===== config.mk =====
export PLATFORM = sky130hd
export DESIGN_NAME = hazard_scoreboard
export DESIGN_NICKNAME = d
export VERILOG_FILES = /design/src/rtl/hazard_pkg.sv /design/src/rtl/hazard_stage_slot.sv /design/src/rtl/hazard_scoreboard.sv
export SDC_FILE = /design/constraint.sdc
export NUM_CORES = 1
export LEC_CHECK = 0
export CAP_MARGIN = 5
export CORE_MARGIN = 2
export CORE_UTILIZATION = 52
export CTS_CLUSTER_DIAMETER = 60
export DETAILED_ROUTE_END_ITERATION = 8
export PLACE_DENSITY = 0.84
export SLEW_MARGIN = 25
export SYNTH_ARGS = -nofsm -noshare
export SYNTH_HDL_FRONTEND = slang
export SYNTH_SLANG_ARGS = --single-unit

===== constraint.sdc =====
create_clock -name clk -period 5.26 [get_ports clk]
set_clock_uncertainty 0.15 [all_clocks]
set_input_delay 0.526 -clock clk [delete_from_list [all_inputs] [get_ports clk]]
set_output_delay 0.526 -clock clk [all_outputs]
set_load 0.1 [all_outputs]

===== src/rtl/hazard_pkg.sv =====
// Shared encodings and helpers for the ID-stage hazard scoreboard.
package hazard_pkg;

    localparam int TNEW_W = 2;
    localparam int TUSE_W = 2;

    typedef logic [TNEW_W-1:0] tnew_t;
    typedef logic [TUSE_W-1:0] tuse_t;

    localparam logic [1:0] FWD_GRF = 2'd0;
    localparam logic [1:0] FWD_E   = 2'd1;
    localparam logic [1:0] FWD_M   = 2'd2;
    localparam logic [1:0] FWD_W   = 2'd3;

    function automatic tnew_t sat_dec(input tnew_t t);
        return (t == '0) ? '0 : t - 1'b1;
    endfunction

    // $0 is hardwired, so a zero source never matches a producer.
    function automatic logic operand_hit(input logic used, input logic [4:0] src,
                                         input logic [4:0] dst);
        return used && (src != 5'd0) && (dst == src);
    endfunction

    function automatic logic [1:0] fwd_pick(input logic hit_e, input tnew_t tnew_e,
                                            input logic hit_m, input tnew_t tnew_m,
                                            input logic hit_w, input tnew_t tnew_w);
        if (hit_e && tnew_e == '0) return FWD_E;
        if (hit_m && tnew_m == '0) return FWD_M;
        if (hit_w && tnew_w == '0) return FWD_W;
        return FWD_GRF;
    endfunction

endpackage


===== src/rtl/hazard_stage_slot.sv =====
// One pipeline producer slot {dst, tnew} with bubble insertion and optional tnew decrement on load.
module hazard_stage_slot
    import hazard_pkg::*;
(
    input  logic       clk,
    input  logic       reset,
    input  logic       bubble,
    input  logic       dec_en,
    input  logic [4:0] in_dst,
    input  tnew_t      in_tnew,
    output logic [4:0] dst,
    output tnew_t      tnew
);

    logic [4:0] dst_q, dst_d;
    tnew_t      tnew_q, tnew_d;

    always_comb begin
        dst_d  = in_dst;
        tnew_d = dec_en ? sat_dec(in_tnew) : in_tnew;
        if (bubble) begin
            dst_d  = 5'd0;
            tnew_d = '0;
        end
    end

    always_ff @(posedge clk) begin
        if (reset) begin
            dst_q  <= 5'd0;
            tnew_q <= '0;
        end else begin
            dst_q  <= dst_d;
            tnew_q <= tnew_d;
        end
    end

    assign dst  = dst_q;
    assign tnew = tnew_q;

endmodule


===== src/rtl/hazard_scoreboard.sv =====
// ID-stage stall/forward controller tracking E/M/W producers.
// Optional MDU busy stall is enabled by defining MDU_STALL_EN.
module hazard_scoreboard
    import hazard_pkg::*;
#(
    parameter int MULT_CYCLES = 5,
    parameter int DIV_CYCLES  = 10
) (
    input  logic       clk,
    input  logic       reset,
    input  logic [4:0] id_rs,
    input  logic       id_rs_used,
    input  logic [1:0] id_rs_tuse,
    input  logic [4:0] id_rt,
    input  logic       id_rt_used,
    input  logic [1:0] id_rt_tuse,
    input  logic [4:0] id_dst,
    input  logic [1:0] id_tnew,
    input  logic       id_md_start,
    input  logic       id_md_div,
    input  logic       id_md_use,
    output logic       stall,
    output logic [1:0] fwd_rs_sel,
    output logic [1:0] fwd_rt_sel,
    output logic       md_busy
);

    logic [4:0] e_dst, m_dst, w_dst;
    tnew_t      e_tnew, m_tnew, w_tnew;

    hazard_stage_slot u_slot_e (
        .clk(clk), .reset(reset), .bubble(stall), .dec_en(1'b0),
        .in_dst(id_dst), .in_tnew(id_tnew), .dst(e_dst), .tnew(e_tnew)
    );
    hazard_stage_slot u_slot_m (
        .clk(clk), .reset(reset), .bubble(1'b0), .dec_en(1'b1),
        .in_dst(e_dst), .in_tnew(e_tnew), .dst(m_dst), .tnew(m_tnew)
    );
    hazard_stage_slot u_slot_w (
        .clk(clk), .reset(reset), .bubble(1'b0), .dec_en(1'b1),
        .in_dst(m_dst), .in_tnew(m_tnew), .dst(w_dst), .tnew(w_tnew)
    );

    logic rs_hit_e, rs_hit_m, rs_hit_w;
    logic rt_hit_e, rt_hit_m, rt_hit_w;
    logic stall_rs, stall_rt, stall_md;

    always_comb begin
        rs_hit_e = operand_hit(id_rs_used, id_rs, e_dst);
        rs_hit_m = operand_hit(id_rs_used, id_rs, m_dst);
        rs_hit_w = operand_hit(id_rs_used, id_rs, w_dst);
        rt_hit_e = operand_hit(id_rt_used, id_rt, e_dst);
        rt_hit_m = operand_hit(id_rt_used, id_rt, m_dst);
        rt_hit_w = operand_hit(id_rt_used, id_rt, w_dst);

        // W always holds tnew 0, so it can only forward, never stall.
        stall_rs = (rs_hit_e && e_tnew > id_rs_tuse) || (rs_hit_m && m_tnew > id_rs_tuse);
        stall_rt = (rt_hit_e && e_tnew > id_rt_tuse) || (rt_hit_m && m_tnew > id_rt_tuse);

        fwd_rs_sel = fwd_pick(rs_hit_e, e_tnew, rs_hit_m, m_tnew, rs_hit_w, w_tnew);
        fwd_rt_sel = fwd_pick(rt_hit_e, e_tnew, rt_hit_m, m_tnew, rt_hit_w, w_tnew);
    end

`ifdef MDU_STALL_EN
    localparam int MD_W = 8;
    logic [MD_W-1:0] md_cnt_q, md_cnt_d;

    always_comb begin
        md_cnt_d = md_cnt_q;
        if (id_md_start && !stall)
            md_cnt_d = id_md_div ? MD_W'(DIV_CYCLES) : MD_W'(MULT_CYCLES);
        else if (md_cnt_q != '0)
            md_cnt_d = md_cnt_q - 1'b1;
    end

    always_ff @(posedge clk) begin
        if (reset) md_cnt_q <= '0;
        else       md_cnt_q <= md_cnt_d;
    end

    assign md_busy = (md_cnt_q != '0);
`else
    logic unused_md;
    assign unused_md = ^{id_md_start, id_md_div, MULT_CYCLES[0], DIV_CYCLES[0]};
    assign md_busy   = 1'b0;
`endif

    assign stall_md = id_md_use && md_busy;
    assign stall    = stall_rs || stall_rt || stall_md;

endmodule


# Word-level counts from Yosys, hierarchy flattened
# Cells that the tools add are included.
dict set report word_totals {
  register_bits 21
  latchBits 0
  mem_bits_rw 0
  romBits 0
  output_inout_bits 6
  n_memories 0
}
dict set report op_classes {
  addsub 2
  n_mul 0
  div 0
  order_cmp 4
  eq_ne 6
  shift 0
  mux 24
  bitwise 0
  n_reduce_logical 29
}
# operator n
set op_table {}
lappend op_table {{$eq 5x5->1} 6}
lappend op_table {{$mux 2} 12}
lappend op_table {{$logic_and 1x1->1} 18}
lappend op_table {{$mux 1} 12}
lappend op_table {{$reduce_bool 5->1} 2}
lappend op_table {{$gt 2x2->1} 4}
lappend op_table {{$logic_not 2->1} 3}
lappend op_table {{$reduce_or 2->1} 3}
lappend op_table {{$sub 2x1->2 const B} 2}
lappend op_table {{$logic_or 1x1->1} 3}

# Logic depth before layout (Yosys ltp)
# Gate-level depths: netlist (run 1).
dict set report logic_depth {
  word_depth 11
  ltp_mapped 7
}

# By module
# Synthesis (run 1) repeated with hierarchy kept, for this count alone.
dict set report unflattened {
  hier_cells 146
  hier_area_um2 1378.8
}
# mod n_inst cells_per_inst area_per_inst_um2 seq_area_each_um2
set modules_own_cells {}
lappend modules_own_cells {hazard_scoreboard 1 92 718.2 0.0}
lappend modules_own_cells {hazard_stage_slot 3 18 220.2 140.1}

# Worst setup path after synthesis (run 1)
# OpenSTA, ideal clock, no wires.
dict set report synth_path {
  path_kind {input-to-output}
  start {input id_rt[0]}
  end {output fwd_rt_sel[0]}
  t_arrival_ns 3.734
  setup_slack_ns 0.850
  cell_stages 4
  path_buffers 0
  cell_sequence {or4_4 o2111ai_2 nor3_1 o31ai_1}
}
dict set report synth_via {
  elab_chain_len 10
}
# element line
set synth_rtl {}
lappend synth_rtl {{start: declaration} hazard_scoreboard.sv:14} ;# input logic [4:0] id_rt,
lappend synth_rtl {{$reduce_bool 5->1} hazard_pkg.sv:22} ;# return used && (src != 5'd0) && (dst == src);
lappend synth_rtl {{$logic_and 1x1->1 (2 in a row)} hazard_pkg.sv:22}
lappend synth_rtl {{$logic_and 1x1->1} hazard_pkg.sv:30} ;# if (hit_w && tnew_w == '0) return FWD_W;
lappend synth_rtl {{$mux 1 (2 in a row)} hazard_pkg.sv:30}
lappend synth_rtl {{$mux 1} hazard_pkg.sv:29} ;# if (hit_m && tnew_m == '0) return FWD_M;
lappend synth_rtl {{$mux 2} hazard_pkg.sv:31} ;# return FWD_GRF;
lappend synth_rtl {{$mux 2} hazard_pkg.sv:30}
lappend synth_rtl {{$mux 2 (*)} hazard_pkg.sv:29}
lappend synth_rtl {{end: declaration} hazard_scoreboard.sv:24} ;# output logic [1:0] fwd_rt_sel,
# Mark *: on every way between the ends. The rest lies on a longest branch, timed or not. The select of a mux whose other input is x is not followed.

# Final worst setup path (run 1)
dict set report layout_path {
  start {input id_rs[1]}
  end {output fwd_rs_sel[0]}
}
dict set report layout_via {
  elab_chain_len 10
}
# element line
set layout_rtl {}
lappend layout_rtl {{start: declaration} hazard_scoreboard.sv:11} ;# input logic [4:0] id_rs,
lappend layout_rtl {{$reduce_bool 5->1} hazard_pkg.sv:22}
lappend layout_rtl {{$logic_and 1x1->1 (2 in a row)} hazard_pkg.sv:22}
lappend layout_rtl {{$logic_and 1x1->1} hazard_pkg.sv:30}
lappend layout_rtl {{$mux 1 (2 in a row)} hazard_pkg.sv:30}
lappend layout_rtl {{$mux 1} hazard_pkg.sv:29}
lappend layout_rtl {{$mux 2} hazard_pkg.sv:31}
lappend layout_rtl {{$mux 2} hazard_pkg.sv:30}
lappend layout_rtl {{$mux 2 (*)} hazard_pkg.sv:29}
lappend layout_rtl {{end: declaration} hazard_scoreboard.sv:23} ;# output logic [1:0] fwd_rs_sel,
# Marked as above.

==> summary.md, run 1 <==
| Metric | Value |
|---|---|
| Mapped cell area | `0.001344 mm^2` |
| Crit end category | `primary output` |
| Synthesized Nets | `~190` |
| Drt pass-1 iters | `4` |
| Max frequency | `between 200 and 250 MHz` |
| Global placement routability congestion | `a little over 0.9` |
| Area Overhead vs Synth | `25.14%` |
| Worst-Margin Slew | `between 900 and 1000 ps` |
| Port bufs | `29` |
| Die height | `~55 um` |
| R2R cell count | `5` |
| Synthesized area per cell | `~9.1 um^2` |
| DP HPWL | `roughly 2.7 mm` |
| Setup crit start kind | `primary input` |
| Hold path start | `u_slot_m.tnew[0]` |
| Final setup viols | `0` |
| Hold Path Sink | `u_slot_w.tnew[0]` |
| Min-delay worst type | `flop to flop` |
| Largest net degree at the start of global routing | `16` |
| CTS tree | `yes` |
| Proportion of synthesized area in mux cells | `0` |
| Final-layout fill cell count | `between 200 and 250` |
| Clock slew at reported path FFs | `about 120 ps` |
| Multi-input gate area | `around 880 um^2` |
| Final hold vios | `0` |
| Post_cts resized | `0` |
| Number of synthesized register bits | `21` |
| Combinational cell fraction of total power | `0.278` |
| Crit Reg-Reg Endpoint | `u_slot_e.dst[0]` |
| Post-synthesis simple-gate area fraction | `0.2514` |
| Hold Buf Count CTS | `0` |
| Switch share | `0.3151` |
| Crit-path max FO | `6` |
| Sequential power share | `0.496` |
| Max-slew headroom | `0.3562` |
| Power Density | `208.6 mW/mm^2` |
| Starting Density | `0.5474` |
| Syn. warnings | `0` |
| Clk pwr share | `0.226` |
| Unrepaired setup endpoints after global routing | `no` |
| Hold Path Depth | `1` |
| R2R Setup Slk | `between 3000 and 4000 ps` |
| DRT iter0 DRCs | `25` |
| Arrival @ worst endpoint | `approximately 3400 ps` |
| Io pins | `34` |
| Critical path class | `primary input to primary output` |
| Post-synthesis adder-cell area fraction | `0.09311` |
| Commonest cells after routing, fill and taps aside | `clkdlybuf4s50_1, dfxtp_1, xnor2_1` |
| Synth cell types | `31` |
| Clock sink count | `21` |
| Mapped Cells | `between 100 and 150` |
| Seq/Total Area, Yosys | `0.3128` |
| Share of cells above drive strength 1 | `0.06742` |
| Die Area | `between 0.003 and 0.004 mm^2` |
| Power consumption | `about 0.00035 W` |
| Post-route ant nets | `0` |
| Worst Path Required | `approximately 4600 ps` |
| Synth area leaders | `dfxtp_1, xnor2_1, ha_1` |
| Setup tns final | `0 ps` |
| XOR/XNOR share of the synthesized area | `0.1890` |
| Final period util | `0.7811` |
| Vias in the first global route | `1171` |
| Row cnt | `18` |
| Maximum vdd drop | `~0.18 mV` |
| Root Buffer | `clkbuf_4` |
| Leading cell type in the layout, fill and taps excluded | `clkdlybuf4s50_1` |
| Synth Area in Compound Gates | `0.1117` |
| Switching power | `~0.00011 W` |
| Final wirelength | `~3.2 mm` |
| Initial antenna violation count | `0` |
| GRT Overall Usage | `0.2432` |
| Min Tclk post-route | `roughly 4100 ps` |
| Max clock buf depth | `2` |
| CTS buffer count | `3` |
| Core area | `around 0.0025 mm^2` |
| First-pass GRT wire length | `roughly 5 mm` |
| Post-CTS setup repair buffer count | `0` |
| WL/cell | `between 15 and 20 um` |
| Worst-Skew Late Latency | `~310 ps` |
| RR Startpoint | `u_slot_m.tnew[1]` |
| Leakage | `0.6544 nW` |
| Register area | `420.4 um^2` |
| Internal power | `~0.00024 W` |
| Status | `finished clean` |
| Via/cell ratio | `~5.9` |
| CTS H-tree lvls | `1` |
| Nets | `about 220` |
| Yosys top cell by area | `dfxtp_1` |
| Share of the synthesized area in the top cell type | `0.3128` |
| Maxcap violations | `0` |
| Largest family of logic cells by synthesized area | `simple AND/OR/NAND/NOR gates` |
| Die Width | `54.84 um` |
| Post-route DRC | `0` |
| Overflow after GRT | `0` |
| Final Slew Violations | `0` |
| # diodes | `0` |
| Vias | `1219` |
==> registers in the layout (all words and copies together), names as in the netlist <==
| register | cells |
|---|---|
| u_slot_e.dst | 5 |
| u_slot_w.tnew | 2 |
| u_slot_m.tnew | 2 |
| u_slot_e.tnew | 2 |
| u_slot_w.dst | 5 |
| u_slot_m.dst | 5 |
==> critical path, stage by stage <==
cell and delay (ps):
clkdlybuf4s50_1 530, or4_1 570, o21ai_1 400, nor4_1 110, o21ai_1 150, clkdlybuf4s50_1 1140
==> power by group through the flow <==
stage	sequential, W	combinational (W)	clock [W]
after floorplan	0.000176	0.0000592	0
after global placement	0.000177	0.0000912	0
after detailed placement	0.000177	0.0000960	0
after CTS	0.000174	0.0000964	0.0000790
after global routing	0.000175	0.000106	0.0000903
final	0.000174	0.0000976	0.0000794
==> kinds of logic after synthesis <==
logic type,count (synthesis)
buffers and inverters,11
other,1
adder cells (fa/ha/maj),10
AO/OA/AOI/OAI,19
AND/OR/NAND/NOR,57
XOR/XNOR,29
flip-flops,21
==> worst max-delay path by stage <==
stage          startpoint  slack (ps)            end
2_1_floorplan    id_rt[0]         850  fwd_rt_sel[0]
3_3_place_gp     id_rt[0]        1290  fwd_rt_sel[1]
3_5_place_dp     id_rs[1]        1220  fwd_rs_sel[0]
4_1_cts          id_rs[1]        1220  fwd_rs_sel[0]
5_1_grt          id_rs[1]        1050  fwd_rs_sel[0]
6_report         id_rs[1]        1150  fwd_rs_sel[0]
==> per-stage QoR <==
| stage | std cells | worst slack (ps) | cell area [um^2] | hold WS [ps] | utilization |
|---|---|---|---|---|---|
| floorplan | 148 | 850.2 | 1344 | 247.5 | - |
| global placement | 204 | 1288 | 1642 | 261.8 | 0.6687 |
| detailed placement | 204 | 1216 | 1642 | 263.3 | 0.6687 |
| CTS | 208 | 1218 | 1669 | 279.4 | 0.6799 |
| global route | 208 | 1045 | 1682 | 307.7 | 0.6850 |
| finish | 208 | 1152 | 1682 | 282.8 | 0.6850 |
==> per-layer routing <==
metal | GRT usage | vias to the layer above | share of wire | wire length [um]
li1 | - | 601 | - | -
met1 | 0.2708 | 572 | 0.42 | 1349
met2 | 0.4544 | 40 | 0.52 | 1683
met3 | 0.06284 | 6 | 0.052 | 169
met4 | 0.05417 | 0 | 0.011 | 37
met5 | 0 | - | 0 | 0
==> cells in the mapped netlist, drive strengths merged <==
cell type / n
o21a: 1
nor4: 12
nor2: 2
o21ai: 6
clkbuf: 1
a21bo: 1
or4: 4
and3: 2
xnor2: 18
o311ai: 7
or3: 1
a21boi: 1
dfxtp: 21
conb: 1
buf: 2
nor3: 7
o2111a: 1
xor2: 11
nand2: 7
nor2b: 14
o31ai: 1
nand3: 6
o2111ai: 1
and4b: 1
nand4b: 1
ha: 10
inv: 8
==> area by class of cell <==
type                       count  area share
sequential                    21      0.2500
inverter                       8     0.01786
clock buffer                   3     0.01339
multi-input combinational    116      0.5253
tap                           30     0.02232
clock inverter                 1    0.002976
timing repair buffer          29      0.1682
No activity file was read; power rests on OpenSTA's default activity.
==> run 2, diff against run 1 <==
- CORE_UTILIZATION: 52 -> 44
- PLACE_DENSITY: 0.84 -> 0.76
- clock period: 5.26 -> 3.4 ns (I/O delays scaled with it)
==> summary.md, run 2 (synthesized netlist as in run 1, its figures left out) <==
| Metric | Value |
|---|---|
| Status | `finished clean` |
| CTS buffer count | `3` |
| # diodes | `0` |
| Row cnt | `20` |
| Max clock buf depth | `2` |
| Post-route DRC | `0` |
| Clock slew at reported path FFs | `between 100 and 150 ps` |
| CTS tree | `yes` |
| Final hold vios | `0` |
| GRT Overall Usage | `0.2000` |
| Crit end category | `primary output` |
| Via/cell ratio | `between 5 and 6` |
| Setup crit start kind | `primary input` |
| Core area | `0.002978 mm^2` |
| Post-route ant nets | `0` |
| Hold Buf Count CTS | `0` |
| Leading cell type in the layout, fill and taps excluded | `clkdlybuf4s50_1` |
| Clock sink count | `21` |
| Maximum vdd drop | `0.1356 mV` |
| Internal power | `between 0.0003 and 0.0004 W` |
| Final Slew Violations | `0` |
| Commonest cells after routing, fill and taps aside | `clkdlybuf4s50_1, dfxtp_1, xnor2_1` |
| Combinational cell fraction of total power | `0.286` |
| DRT iter0 DRCs | `29` |
| Post-Route Hold Slack | `a little under 300 ps` |
| Setup ws final | `317.0 ps` |
| Multi-input gate area | `between 800 and 900 um^2` |
| Post_cts resized | `0` |
| Overflow after GRT | `0` |
| Largest net degree at the start of global routing | `16` |
| Leakage | `about 0.70 nW` |
| CP Launch Point | `id_rt[1]` |
| Die Width | `between 50 and 60 um` |
| Switch share | `0.3184` |
| Post-CTS setup repair buffer count | `0` |
| Maxcap violations | `0` |
| RR Startpoint | `u_slot_e.tnew[0]` |
| Global placement routability congestion | `0.8679` |
| Core Util, Final | `0.5979` |
| Worst-Margin Slew | `542.1 ps` |
| DP HPWL | `2.636 mm` |
| Max-slew headroom | `0.6375` |
| Switching power | `approximately 0.00018 W` |
| Nets | `223` |
| Arrival @ worst endpoint | `2590 ps` |
| Final period util | `0.9068` |
| Clk pwr share | `0.232` |
| Final setup viols | `0` |
| Root Buffer | `clkbuf_4` |
| Area Overhead vs Synth | `32.50%` |
| Critical path class | `primary input to primary output` |
| Crit-path max FO | `8` |
| Power consumption | `about 0.00056 W` |
| Die Area | `roughly 0.0035 mm^2` |
| Die height | `59.27 um` |
| Register area | `approximately 420 um^2` |
| Io pins | `34` |
| Vias in the first global route | `between 1k and 1.5k` |
| Power Density | `~310 mW/mm^2` |
| First-pass GRT wire length | `5.409 mm` |
| Pre-CTS WS | `around 340 ps` |
| WL/cell | `between 10 and 15 um` |
| Final wirelength | `around 3.2 mm` |
| Worst Path Required | `2910 ps` |
| Final-layout fill cell count | `about 270` |
| Sequential power share | `0.482` |
| CTS H-tree lvls | `1` |
| Starting Density | `0.4513` |
| Setup tns final | `0 ps` |
| Max frequency | `roughly 320 MHz` |
| Share of cells above drive strength 1 | `0.1033` |
| Port bufs | `29` |
| Drt pass-1 iters | `4` |
| Initial antenna violation count | `0` |
| Vias | `around 1.2k` |
| Unrepaired setup endpoints after global routing | `no` |
| Min Tclk post-route | `around 3100 ps` |
| Worst-Skew Late Latency | `about 320 ps` |
| Hold path start | `u_slot_m.tnew[0]` |
| Min-delay worst type | `flop to flop` |
==> run 2: power by group through the flow <==
stage	combinational, W	clock, W	sequential [W]
2_1_floorplan	0.0000919	0	0.000272
3_3_place_gp	0.000152	0	0.000274
3_5_place_dp	0.000159	0	0.000274
4_1_cts	0.000160	0.000130	0.000269
5_1_grt	0.000175	0.000138	0.000270
6_report	0.000160	0.000129	0.000269
==> run 2: critical path: stages <==
cell and delay [ps]:
clkdlybuf4s50_1 510, or4_4 580, a21bo_1 210, and3_4 180, or4_1 580, buf_12 200
==> run 2: worst paths after layout <==
path | slack (ps) | cells past startpoint | endpoint
setup / recovery | 320 | 6 | stall
hold / removal | 290 | 1 | u_slot_w.tnew[0]
setup reg to reg | 1630 | 7 | u_slot_e.dst[0]
hold reg to reg | 290 | 1 | u_slot_w.tnew[0]
==> run 2: stage by stage <==
step,std cells,area [um^2]
3_5_place_dp,213,1753
6_report,217,1780
2_1_floorplan,148,1349
4_1_cts,217,1780
3_3_place_gp,213,1753
5_1_grt,217,1780
==> run 2: cell type report <==
class,count,area share
Sequential cell,21,0.2361
Inverter,8,0.01687
Tap cell,33,0.02319
Timing Repair Buffer,35,0.2164
Clock buffer,3,0.01265
Multi-Input combinational cell,116,0.4919
Clock inverter,1,0.002811
==> run 2: metal layers <==
metal	global-route usage	part of all wire
met4	0.08117	0.022
met3	0.01528	0.036
met2	0.3548	0.50
met5	0	0
met1	0.2473	0.44
